<file path="config.mk">
export PLATFORM = sky130hd
export DESIGN_NAME = spi_slave_flat
export DESIGN_NICKNAME = d
export VERILOG_FILES = /design/src/rtl/spi_slave_if.sv /design/src/rtl/spi_slave.sv /design/src/flat_wrapper.sv
export SDC_FILE = /design/constraint.sdc
export NUM_CORES = 1
export LEC_CHECK = 0
export ABC_AREA = 0
export CAP_MARGIN = 20
export CORE_UTILIZATION = 29
export DETAILED_ROUTE_END_ITERATION = 10
export SYNTH_ARGS = -nofsm -noshare
export SYNTH_HDL_FRONTEND = slang
export SYNTH_SLANG_ARGS = --single-unit
</file>
<file path="constraint.sdc">
create_clock -name clk -period 4 [get_ports clk]
set_clock_uncertainty 0.2 [all_clocks]
set_input_delay 0.6 -clock clk [delete_from_list [all_inputs] [get_ports clk]]
set_output_delay 0.6 -clock clk [all_outputs]
set_load 0.1 [all_outputs]
</file>
<file path="src/rtl/spi_slave_if.sv">
// SPI slave bus: the three wire-side inputs plus the received-byte outputs.
interface spi_slave_if;
  logic       spi_clk;
  logic       spi_mosi;
  logic       spi_cs;
  logic [7:0] read_value;
  logic       done;
  logic       timeout_expired;
  logic       first_byte;
  logic [7:0] debug_info;

  modport slave (
    input  spi_clk, spi_mosi, spi_cs,
    output read_value, done, timeout_expired, first_byte, debug_info
  );

  modport master (
    output spi_clk, spi_mosi, spi_cs,
    input  read_value, done, timeout_expired, first_byte, debug_info
  );
endinterface

</file>
<file path="src/rtl/spi_slave.sv">
// Receive-only SPI slave. Oversamples spi_clk/spi_mosi/spi_cs in the clk
// domain, shifts bits on the selected sampling edge and emits one byte per
// done pulse, tagged with whether it was the first byte of its frame.
module spi_slave #(
  parameter int CPOL            = 0,
  parameter int CPHA            = 0,
  parameter int LSBFIRST        = 1,
  parameter int TIMEOUT__NOT_CS = 0,
  parameter int TIMEOUT_CYCLES  = 1
) (
  input  logic        clk,
  input  logic        resetn,
  spi_slave_if.slave  bus
);

  localparam logic           POL      = 1'(CPOL);
  localparam int             IW       = (TIMEOUT_CYCLES < 2) ? 1 : $clog2(TIMEOUT_CYCLES + 1);
  localparam logic [IW-1:0]  IDLE_MAX = IW'(TIMEOUT_CYCLES);

  // [0] first flop, [1] synchronised value, [2] previous value for edges
  logic [2:0]    sclk_pipe;
  logic [1:0]    mosi_pipe;
  logic [1:0]    cs_pipe;
  logic          cs_d;

  logic          sclk_sync, sclk_prev, mosi_sync, cs_sync;
  logic          act_edge, deact_edge, sample_edge;
  logic          take_edge, frame_idle, tmo_next;
  logic [7:0]    shift_in;
  logic [IW-1:0] idle_next;

  logic [7:0]    shreg;
  logic [3:0]    bit_cnt;
  logic          first_pending;
  logic [IW-1:0] idle_cnt;
  logic [7:0]    read_value;
  logic          done, first_byte, timeout_expired;

  // Input synchronisers, reset to the lines' idle levels so no false edge
  // is seen on release.
  always_ff @(posedge clk or negedge resetn) begin
    if (!resetn) begin
      sclk_pipe <= {3{POL}};
      mosi_pipe <= 2'b00;
      cs_pipe   <= 2'b11;
      cs_d      <= 1'b1;
    end else begin
      sclk_pipe <= {sclk_pipe[1:0], bus.spi_clk};
      mosi_pipe <= {mosi_pipe[0], bus.spi_mosi};
      cs_pipe   <= {cs_pipe[0], bus.spi_cs};
      cs_d      <= cs_sync;
    end
  end

  assign sclk_sync   = sclk_pipe[1];
  assign sclk_prev   = sclk_pipe[2];
  assign mosi_sync   = mosi_pipe[1];
  assign cs_sync     = cs_pipe[1];
  assign act_edge    = (sclk_sync != POL) && (sclk_prev == POL);
  assign deact_edge  = (sclk_sync == POL) && (sclk_prev != POL);
  assign sample_edge = (CPHA != 0) ? deact_edge : act_edge;

  // Edge qualification and frame state. In CS mode an edge landing in the
  // same cycle CS is seen to deassert still counts, so a byte whose last bit
  // races the CS release completes.
  always_comb begin
    take_edge  = 1'b0;
    frame_idle = 1'b1;
    tmo_next   = 1'b1;
    shift_in   = 8'h00;
    idle_next  = idle_cnt;
    if (sample_edge)
      idle_next = '0;
    else if (idle_cnt != IDLE_MAX)
      idle_next = idle_cnt + 1'b1;
    if (TIMEOUT__NOT_CS != 0) begin
      take_edge  = sample_edge;
      frame_idle = (idle_cnt == IDLE_MAX);
      tmo_next   = (idle_next == IDLE_MAX);
    end else begin
      take_edge  = sample_edge && (!cs_sync || !cs_d);
      frame_idle = cs_sync;
      tmo_next   = cs_sync;
    end
    if (LSBFIRST != 0)
      shift_in = {shreg[6:0], mosi_sync};
    else
      shift_in = {mosi_sync, shreg[7:1]};
  end

  // Byte assembly: shift on qualified edges, publish on the 8th bit, and
  // discard any partial byte while the frame is idle.
  always_ff @(posedge clk or negedge resetn) begin
    if (!resetn) begin
      shreg           <= 8'h00;
      bit_cnt         <= 4'd0;
      first_pending   <= 1'b1;
      idle_cnt        <= IDLE_MAX;
      read_value      <= 8'h00;
      done            <= 1'b0;
      first_byte      <= 1'b0;
      timeout_expired <= 1'b1;
    end else begin
      done            <= 1'b0;
      idle_cnt        <= idle_next;
      timeout_expired <= tmo_next;
      if (take_edge) begin
        if (bit_cnt == 4'd7) begin
          read_value    <= shift_in;
          first_byte    <= first_pending;
          first_pending <= 1'b0;
          done          <= 1'b1;
          bit_cnt       <= 4'd0;
          shreg         <= 8'h00;
        end else begin
          shreg   <= shift_in;
          bit_cnt <= bit_cnt + 4'd1;
        end
      end else if (frame_idle) begin
        shreg         <= 8'h00;
        bit_cnt       <= 4'd0;
        first_pending <= 1'b1;
      end
    end
  end

  assign bus.read_value      = read_value;
  assign bus.done            = done;
  assign bus.first_byte      = first_byte;
  assign bus.timeout_expired = timeout_expired;
  assign bus.debug_info      = {cs_sync, sclk_sync, mosi_sync, first_pending, bit_cnt};

endmodule

</file>
<file path="src/flat_wrapper.sv">
// flat-port wrapper written by rule: the top's interface ports become plain ports
module spi_slave_flat 
#(
  parameter int CPOL            = 0,
  parameter int CPHA            = 0,
  parameter int LSBFIRST        = 1,
  parameter int TIMEOUT__NOT_CS = 0,
  parameter int TIMEOUT_CYCLES  = 1
)
  (clk, resetn, bus_spi_clk, bus_spi_mosi, bus_spi_cs, bus_read_value, bus_done, bus_timeout_expired, bus_first_byte, bus_debug_info);
  spi_slave_if bus_i ();
  input  logic clk;
  input  logic resetn;
  input wire logic [$bits(bus_i.spi_clk)-1:0] bus_spi_clk;
  input wire logic [$bits(bus_i.spi_mosi)-1:0] bus_spi_mosi;
  input wire logic [$bits(bus_i.spi_cs)-1:0] bus_spi_cs;
  output wire logic [$bits(bus_i.read_value)-1:0] bus_read_value;
  output wire logic [$bits(bus_i.done)-1:0] bus_done;
  output wire logic [$bits(bus_i.timeout_expired)-1:0] bus_timeout_expired;
  output wire logic [$bits(bus_i.first_byte)-1:0] bus_first_byte;
  output wire logic [$bits(bus_i.debug_info)-1:0] bus_debug_info;
  assign bus_i.spi_clk = bus_spi_clk;
  assign bus_i.spi_mosi = bus_spi_mosi;
  assign bus_i.spi_cs = bus_spi_cs;
  assign bus_read_value = bus_i.read_value;
  assign bus_done = bus_i.done;
  assign bus_timeout_expired = bus_i.timeout_expired;
  assign bus_first_byte = bus_i.first_byte;
  assign bus_debug_info = bus_i.debug_info;
  spi_slave #(.CPOL(CPOL), .CPHA(CPHA), .LSBFIRST(LSBFIRST), .TIMEOUT__NOT_CS(TIMEOUT__NOT_CS), .TIMEOUT_CYCLES(TIMEOUT_CYCLES)) u_core (.clk(clk), .resetn(resetn), .bus(bus_i));
endmodule
</file>
==> results.tsv, run 1 <==
stage	metric	value	unit
clocking	cts_tree	yes	
timing	setup_tns	0	ps
cells_and_area	stdcell_area	1480	um^2
cells_and_area	final_common_cell	dfrtp_1	
yosys	synth_ff_type	dfrtp_1	
setup_path	cp_num_buf_inv	1	
setup_path	worstSetupPathType	reg2out	
global_routing	grt_max_degree	31	
global_routing	met2_usage	16.4	%
yosys	synth_mux_area_share	9.94	%
clocking	cts_setup_buffers	0	
drt	dr.pass1.iters	4	
floorplan	fp.dieH	64.5	um
yosys	syn_nets	79	
yosys	ys_ff_latch	30	
global_routing	grt-busiest-layer	met2	
floorplan	coreArea	3720	um^2
place	dp_hpwl	1290	um
cells_and_area	fin_nets	105	
min_path	hp-start	u_core.mosi_pipe[0]	
clocking	path_clk_slew	60	ps
global_routing	grt.total_usage	10.7	%
yosys	synth_cells	73	
timing	maxSlewViolCount	0	
timing	period_needed	2810	ps
yosys	synth_xor_xnor_area_share	0	%
cells_and_area	diodes	0	
timing	rsz0062_at_grt	false	
timing	finalCritPeriodShare	70.2	%
yosys	synthSimpleGateAreaFrac	8.40	%
timing	setup_slack	1190	ps
power_and_ir_drop	finalPower	629	uW
job	maxCapViolCount	0	
cells_and_area	drive_above_1_share	25.3	%
global_routing	grt_pass1_vias	691	
setup_path	cp_max_fo	6	
outcome	status	finished, final reports clean	
global_routing	use_met1	13.2	%
clocking	cts_buffers	5	
drt	drc_errors	0	
setup_path	cpLargestDelayFamily	buffers and inverters	
place	dpl_cell_area	1400	um^2
drt	wl_per_cell	12.8	um
floorplan	die_area	4160	um^2
drt	vias	648	
setup_path	r2r_start	u_core.bit_cnt[0]	
setup_path	cp_slowest_cell	clkdlybuf4s50_1	
timing	final_hold_viol_count	0	
yosys	synthArstFlopShare	100	%
place	placement.io_buffers	23	
power_and_ir_drop	p_per_area	425	nW/um^2
global_routing	gr-total-overflow	0	
place	post-place-ws	1480	ps
clocking	cts_resized	0	
yosys	synth.distinct_cells	22	
yosys	synth_top_family_by_area	compound AO/OA/AOI/OAI gates	
timing	relSlewSlack	35.0	%
timing	tightest_slew	972	ps
floorplan	fp.dieW	64.5	um
place	place_congestion	0.720	
yosys	ys_warn_count	0	
power_and_ir_drop	leakagePower	0.693	nW
yosys	synth_fa_ha_area_share	1.10	%
setup_path	worstPathArrival	2010	ps
timing	setup_viol	0	
power_and_ir_drop	vdd_drop_max	269	uV
setup_path	path_cells	clkdlybuf4s50_1	
timing	clock.fmax	0.356	GHz
global_routing	antenna_found_initial	0	
clocking	insertion_delay	270	ps
global_routing	gr-usage-met3	4.23	%
floorplan	io_pins	24	
clocking	cts-hold-fix-buffers	0	
yosys	netlist_area	1130	um^2
clocking	cts_root_buf	clkbuf_8	
yosys	synth_compound_area_share	10.4	%
setup_path	worst_ep_required_time	3200	ps
setup_path	start_kind	flop	
drt	antenna_left	0	
setup_path	startpoint	u_core.cs_pipe[1]	
yosys	ys_seq_area_share	66.7	%
cells_and_area	area_growth	30.8	%
setup_path	slowest_delay	1150	ps
yosys	synth_area_per_cell	15.5	um^2
drt	routed_wl	1880	um
setup_path	setup.worst_path.end_class	primary output	
clocking	clock_path_buffers	2	
clocking	htreeDepth	2	
drt	routed_via_density	4.41	
floorplan	start_util	30.5	%
cells_and_area	final_cell_mix	26 x dfrtp_1, 23 x clkdlybuf4s50_1, 9 x mux2_2, 9 x a22o_1, 6 x clkbuf_8	
min_path	hp-class	reg2reg	
clocking	clkSinkCount	30	
global_routing	grt_pass1_wl	3250	um
drt	drt_iter0_markers	19	
yosys	synth_edf_count	0	
floorplan	rows	22	
==> cell usage after synthesis (2+ instances only) <==
master	number	share of area, %
mux2_2	9	9.0
nand3_1	3	1.3
o21ai_0	2	0.88
buf_4	4	2.7
dfstp_2	4	9.3
nand2_1	2	0.66
a22o_1	9	7.0
dfrtp_1	26	57
==> registers in the layout (all words and copies together) (netlist names) <==
register,cells
u_core.shreg,7
u_core.bus.read_value,8
u_core.cs_d,1
u_core.first_pending,1
u_core.mosi_pipe,2
u_core.sclk_pipe,3
u_core.bit_cnt,4
u_core.bus.done,1
u_core.bus.first_byte,1
u_core.cs_pipe,2
==> through the flow <==
step           std cells  util, %  hold slack, ps
3_5_place_dp         140     37.5             141
2_1_floorplan         73        -             104
6_report             147     39.9             150
4_1_cts              147     39.9             150
3_3_place_gp         140     37.5             134
5_1_grt              147     39.9             156
==> where the power goes <==
| group | switching [mW] | internal (mW) |
|---|---|---|
| logic | 0.0537 | 0.0192 |
| registers | 0.00758 | 0.314 |
| clock network | 0.0986 | 0.136 |
==> per-layer routing <==
layer  wire length, um  up-vias  part of all wire [%]
met5                 0        -                     0
met1               904      321                    48
met3                48        4                   2.6
met2               906       13                    48
met4                23        0                   1.2
li1                  -      310                     -
==> cells by family after synthesis <==
kind of cell | count (synthesis)
compound gates | 14
fa+ha+maj | 1
buf+inv | 6
flops | 30
mux | 10
simple gates | 12
==> final timing paths <==
kind	depth (start not counted)	slack [ps]	to
max	1	1190	bus_debug_info[7]
min	0	150	u_core.mosi_pipe[1]
max reg2reg	4	2220	u_core.shreg[6]
min reg2reg	0	150	u_core.mosi_pipe[1]
max in group asynchronous	2	2760	u_core.first_pending
min in group asynchronous	2	530	u_core.bus.read_value[1]
==> final cells by class <==
class | count | area [um^2]
Inverter | 1 | 3.75
Multi-Input combinational cell | 37 | 338
Tap cell | 48 | 60.1
Fill cell | 359 | 2230
Timing Repair Buffer | 24 | 238
Clock buffer | 7 | 86.3
Sequential cell | 30 | 756
(Power assumes the default switching activity.)
==> inputs of run 2 (changes only) <==
clock period = 2.45 ns   (was 4 ns; I/O delays follow)
==> run 2 against run 1 <==
Effect of this change:
- register-to-register slack worse by 1500 ps
- hold slack got worse by 6.1 ps
- sequential share of layout area grew 1.1 points
- die area unchanged
- global-route usage increased by 0.15 points
- via count increased by 0.93%
- first-iteration DRC count down 37%
- non-clock buffer count stayed put
- combinational power grew 63%
- flip-flop and latch count is the same
- critical endpoint unchanged
==> results.tsv, run 2 (synthesis results as in run 1) <==
stage	metric	value	unit
setup_path	cp_num_buf_inv	1	
cells_and_area	num-fill-cells	383	
clocking	htreeDepth	2	
setup_path	startpoint	u_core.cs_pipe[1]	
timing	tightest_slew	677	ps
setup_path	worstSetupPathType	reg2out	
floorplan	die_area	4160	um^2
setup_path	cp-endpoint	bus_debug_info[7]	
global_routing	grt_pass1_vias	682	
setup_path	worst_ep_required_time	1880	ps
timing	setup_slack	698	ps
setup_path	start_kind	flop	
drt	dr.pass1.iters	4	
clocking	cts_resized	0	
global_routing	antenna_found_initial	0	
setup_path	cpLargestDelayFamily	flip-flops	
cells_and_area	top_register	u_core.bus.read_value	
cells_and_area	largest_reg_flops	8	
timing	rsz0062_at_grt	false	
timing	setup_viol	0	
drt	routed_via_density	4.42	
setup_path	ff2ff_setup_slack	700	ps
cells_and_area	drive_above_1_share	45.0	%
cells_and_area	top_regs	u_core.bus.read_value x8, u_core.shreg x7, u_core.bit_cnt x4	
setup_path	cp_max_fo	6	
power_and_ir_drop	vdd_drop_max	337	uV
floorplan	io_pins	24	
floorplan	fp.dieW	64.5	um
global_routing	grt_max_degree	20	
floorplan	rows	22	
cells_and_area	final_cell_mix	26 x dfrtp_1, 19 x buf_4, 9 x mux2_2, 9 x a22o_1, 6 x clkbuf_8	
timing	setup_tns	0	ps
clocking	cts_tree	yes	
setup_path	setup.worst_path.end_class	primary output	
power_and_ir_drop	p_per_area	714	nW/um^2
clocking	path_clk_slew	60	ps
timing	finalCritPeriodShare	71.5	%
setup_path	cp_slowest_cell	dfstp_2	
cells_and_area	fin_nets	105	
timing	period_needed	1750	ps
outcome	status	finished, final reports clean	
power_and_ir_drop	finalPower	1.04	mW
setup_path	r2r-end	u_core.shreg[3]	
power_and_ir_drop	leakagePower	0.734	nW
min_path	hp-start	u_core.cs_pipe[0]	
global_routing	grt_pass1_wl	3230	um
floorplan	start_util	30.5	%
cells_and_area	final_common_cell	dfrtp_1	
drt	drc_errors	0	
drt	drt_iter0_markers	12	
clocking	cts-hold-fix-buffers	0	
clocking	insertion_delay	270	ps
timing	clock.fmax	0.571	GHz
clocking	cts_setup_buffers	0	
place	placement.io_buffers	23	
global_routing	grt.total_usage	10.9	%
setup_path	rr_worst_depth	4	
setup_path	worst-path-stages	1	
clocking	cts_buffers	5	
floorplan	fp.dieH	64.5	um
timing	relSlewSlack	54.7	%
drt	routed_wl	1860	um
job	maxCapViolCount	0	
global_routing	gr-total-overflow	0	
min_path	hp-class	reg2reg	
place	post-place-ws	733	ps
timing	final_hold_viol_count	0	
place	dp_hpwl	1310	um
drt	vias	654	
timing	whs	144	ps
clocking	cts_root_buf	clkbuf_8	
clocking	clkSinkCount	30	
cells_and_area	diodes	0	
drt	wl_per_cell	12.6	um
cells_and_area	area_growth	28.2	%
setup_path	path_cells	buf_4	
setup_path	worstPathArrival	1180	ps
place	place_congestion	0.796	
clocking	clock_path_buffers	2	
setup_path	slowest_delay	600	ps
setup_path	r2r_start	u_core.bit_cnt[0]	
floorplan	coreArea	3720	um^2
timing	maxSlewViolCount	0	
drt	antenna_left	0	
-- run 2: cell types whose count changed in the layout (fill, tap and decap cells not counted) --
cell / previous run / this run
buf_12: 0 / 1
buf_4: 1 / 19
clkinv_2: 0 / 1
clkdlybuf4s50_1: 23 / 4
-- run 2: how the worst min path moves through the flow --
stage                                to  cells after the start
floorplan             u_core.bit_cnt[0]                      0
global placement    u_core.sclk_pipe[1]                      0
detailed placement  u_core.mosi_pipe[1]                      0
CTS                   u_core.cs_pipe[1]                      0
global route        u_core.sclk_pipe[1]                      0
finish                u_core.cs_pipe[1]                      0
-- run 2: through the flow --
| stage | cells | area (um^2) | utilization, % |
|---|---|---|---|
| finish | 148 | 1450 | 39.1 |
| global route | 148 | 1450 | 39.1 |
| floorplan | 73 | 1130 | - |
| global placement | 140 | 1360 | 36.6 |
| detailed placement | 140 | 1360 | 36.6 |
| CTS | 148 | 1450 | 39.1 |
-- run 2: where the power goes --
group          switching, mW  leakage [nW]  internal (mW)  total, mW
registers             0.0123         0.392          0.513      0.525
clock network          0.167        0.0482          0.226      0.393
logic                 0.0882         0.294         0.0306      0.119
-- run 2: layout make-up --
class,instances,area [um^2],share of cell area [%]
clock buffers,7,86.3,5.95
clock inverters,1,5.00,0.345
inverters,1,3.75,0.259
multi-input cells,37,338,23.3
flip-flops and latches,30,756,52.1
well taps,48,60.1,4.14
repair buffers,24,203,14.0
-- run 2: metal layers --
metal / vias up / part of all wire (%) / track usage (%) / routed length (um)
met2: 14 / 47 / 16.3 / 870
met1: 326 / 47 / 12.8 / 868
met4: 0 / 2.3 / 8.33 / 42
li1: 309 / - / - / -
met5: - / 0 / 0 / 0
met3: 5 / 4.2 / 3.70 / 79
==> inputs of run 3 (changes only) <==
clock period = 1.8 ns   (was 2.45 ns; I/O delays follow)
==> run 3 against run 2 <==
Effect of this change:
- final cell count rose by 0.68%
- hold slack improved by 6.7 ps
- die area unchanged
- clock-buffer cell count down 2
- critical path type is now reg2reg
- non-clock buffer count is the same
- largest cell class unchanged
- highest routed layer unchanged
==> results.tsv, run 3 (synthesis results as in run 1) <==
stage	metric	value	unit
floorplan	rows	22	
timing	maxSlewViolCount	0	
timing	setup_viol	0	
min_path	hp-class	reg2reg	
floorplan	die_area	4160	um^2
global_routing	grt_pass1_wl	3300	um
clocking	clock_path_buffers	2	
power_and_ir_drop	finalPower	1.57	mW
setup_path	worst_ep_required_time	1760	ps
clocking	insertion_delay	290	ps
global_routing	grt.total_usage	11.1	%
cells_and_area	area_growth	53.3	%
cells_and_area	final_cell_mix	22 x dfrtp_1, 19 x buf_12, 9 x mux2_2, 9 x a22o_1, 5 x clkbuf_8	
place	place_congestion	0.692	
drt	drc_errors	0	
timing	period_needed	1730	ps
outcome	status	finished, final reports clean	
floorplan	start_util	30.5	%
clocking	cts_root_buf	clkbuf_8	
global_routing	gr-total-overflow	0	
floorplan	fp.dieW	64.5	um
power_and_ir_drop	p_per_area	906	nW/um^2
power_and_ir_drop	leakagePower	0.798	nW
drt	antenna_left	0	
setup_path	slowest_delay	520	ps
global_routing	antenna_found_initial	0	
drt	routed_wl	1950	um
timing	setup_tns	0	ps
cells_and_area	diodes	0	
clocking	clkSinkCount	30	
timing	clock.fmax	0.579	GHz
drt	vias	696	
drt	drt_iter0_markers	11	
clocking	cts-hold-fix-buffers	0	
drt	wl_per_cell	13.1	um
floorplan	fp.dieH	64.5	um
clocking	htreeDepth	2	
timing	rsz0062_at_grt	false	
place	dp_hpwl	1310	um
setup_path	cp_max_fo	10	
floorplan	coreArea	3720	um^2
setup_path	cp_slowest_cell	dfrtp_4	
setup_path	worstSetupPathType	reg2reg	
timing	relSlewSlack	70.0	%
global_routing	grt_pass1_vias	705	
timing	setup_slack	72.6	ps
cells_and_area	final_common_cell	dfrtp_1	
timing	finalCritPeriodShare	96.0	%
setup_path	worstPathArrival	1690	ps
setup_path	cpLargestDelayFamily	flip-flops	
cells_and_area	drive_above_1_share	52.5	%
global_routing	grt_max_degree	31	
timing	tightest_slew	449	ps
power_and_ir_drop	vdd_drop_max	482	uV
setup_path	start_kind	flop	
clocking	cts_buffers	5	
setup_path	cp_num_buf_inv	0	
floorplan	io_pins	24	
setup_path	setup.worst_path.end_class	flop	
clocking	cts_setup_buffers	0	
clocking	path_clk_slew	70	ps
job	maxCapViolCount	0	
clocking	cts_tree	yes	
cells_and_area	largest_reg_flops	8	
place	placement.io_buffers	23	
cells_and_area	top_register	u_core.bus.read_value	
setup_path	path_cells	ha_4, and3b_4, nand2_4, mux2_2	
drt	routed_via_density	4.67	
drt	dr.pass1.iters	4	
cells_and_area	fin_nets	106	
place	post-place-ws	55.0	ps
clocking	cts_resized	0	
cells_and_area	top_regs	u_core.bus.read_value x8, u_core.shreg x7, u_core.bit_cnt x4	
timing	final_hold_viol_count	0	
[run 3: cell types whose count changed in the layout (fill, tap and decap cells not counted), sizes merged]
cell | before | now
bufinv | 0 | 1
clkbuf | 7 | 5
clkinv | 1 | 2
nor3b | 1 | 2
[run 3: layer usage]
layer | up-vias | track usage (%) | wire, um
met5 | - | 0 | 0
met4 | 0 | 10.0 | 74
met3 | 8 | 3.87 | 113
met2 | 24 | 17.0 | 921
met1 | 349 | 12.0 | 836
li1 | 315 | - | -
[run 3: power breakdown]
group	switching [mW]	internal [mW]	total, mW
registers	0.0253	0.701	0.726
clock network	0.250	0.406	0.656
logic	0.121	0.0704	0.191
total	0.395	1.18	1.57
[run 3: cell type report]
class / instances / area [um^2]
clock buffer: 5 / 68.8
clock inverter: 3 / 40.0
fill: 321 / 1980
inverter: 1 / 3.75
multi-input combinational: 38 / 365
sequential: 30 / 769
tap: 48 / 60.1
timing repair buffer: 24 / 428
[run 3: path summary, 6_finish.rpt]
check	startpoint	endpoint	slack (ps)	cells after the start
worst max-delay path	u_core.bit_cnt[0]	u_core.bus.read_value[0]	70	4
worst min-delay path	u_core.sclk_pipe[0]	u_core.sclk_pipe[1]	150	0
worst max register to register	u_core.bit_cnt[0]	u_core.bus.read_value[0]	70	4
worst min register to register	u_core.sclk_pipe[0]	u_core.sclk_pipe[1]	150	0
max in group asynchronous	resetn	u_core.cs_pipe[1]	910	2
min in group asynchronous	resetn	u_core.bus.read_value[1]	160	2
[run 3: worst register-to-register path, delay by kind of cell, from the launching register on]
kind,cells,cell delay [ps]
mux,1,350
fa+ha+maj,1,180
flops,1,520
simple gates,2,350
[run 3: metrics by stage]
| step | cells | hold WS, ps | instance area, um^2 | util (%) |
|---|---|---|---|---|
| floorplan | 73 | -226 | 1160 | - |
| global placement | 140 | 132 | 1610 | 43.4 |
| detailed placement | 140 | 136 | 1610 | 43.4 |
| CTS | 148 | 159 | 1720 | 46.3 |
| global route | 149 | 165 | 1740 | 46.7 |
| finish | 149 | 151 | 1740 | 46.7 |
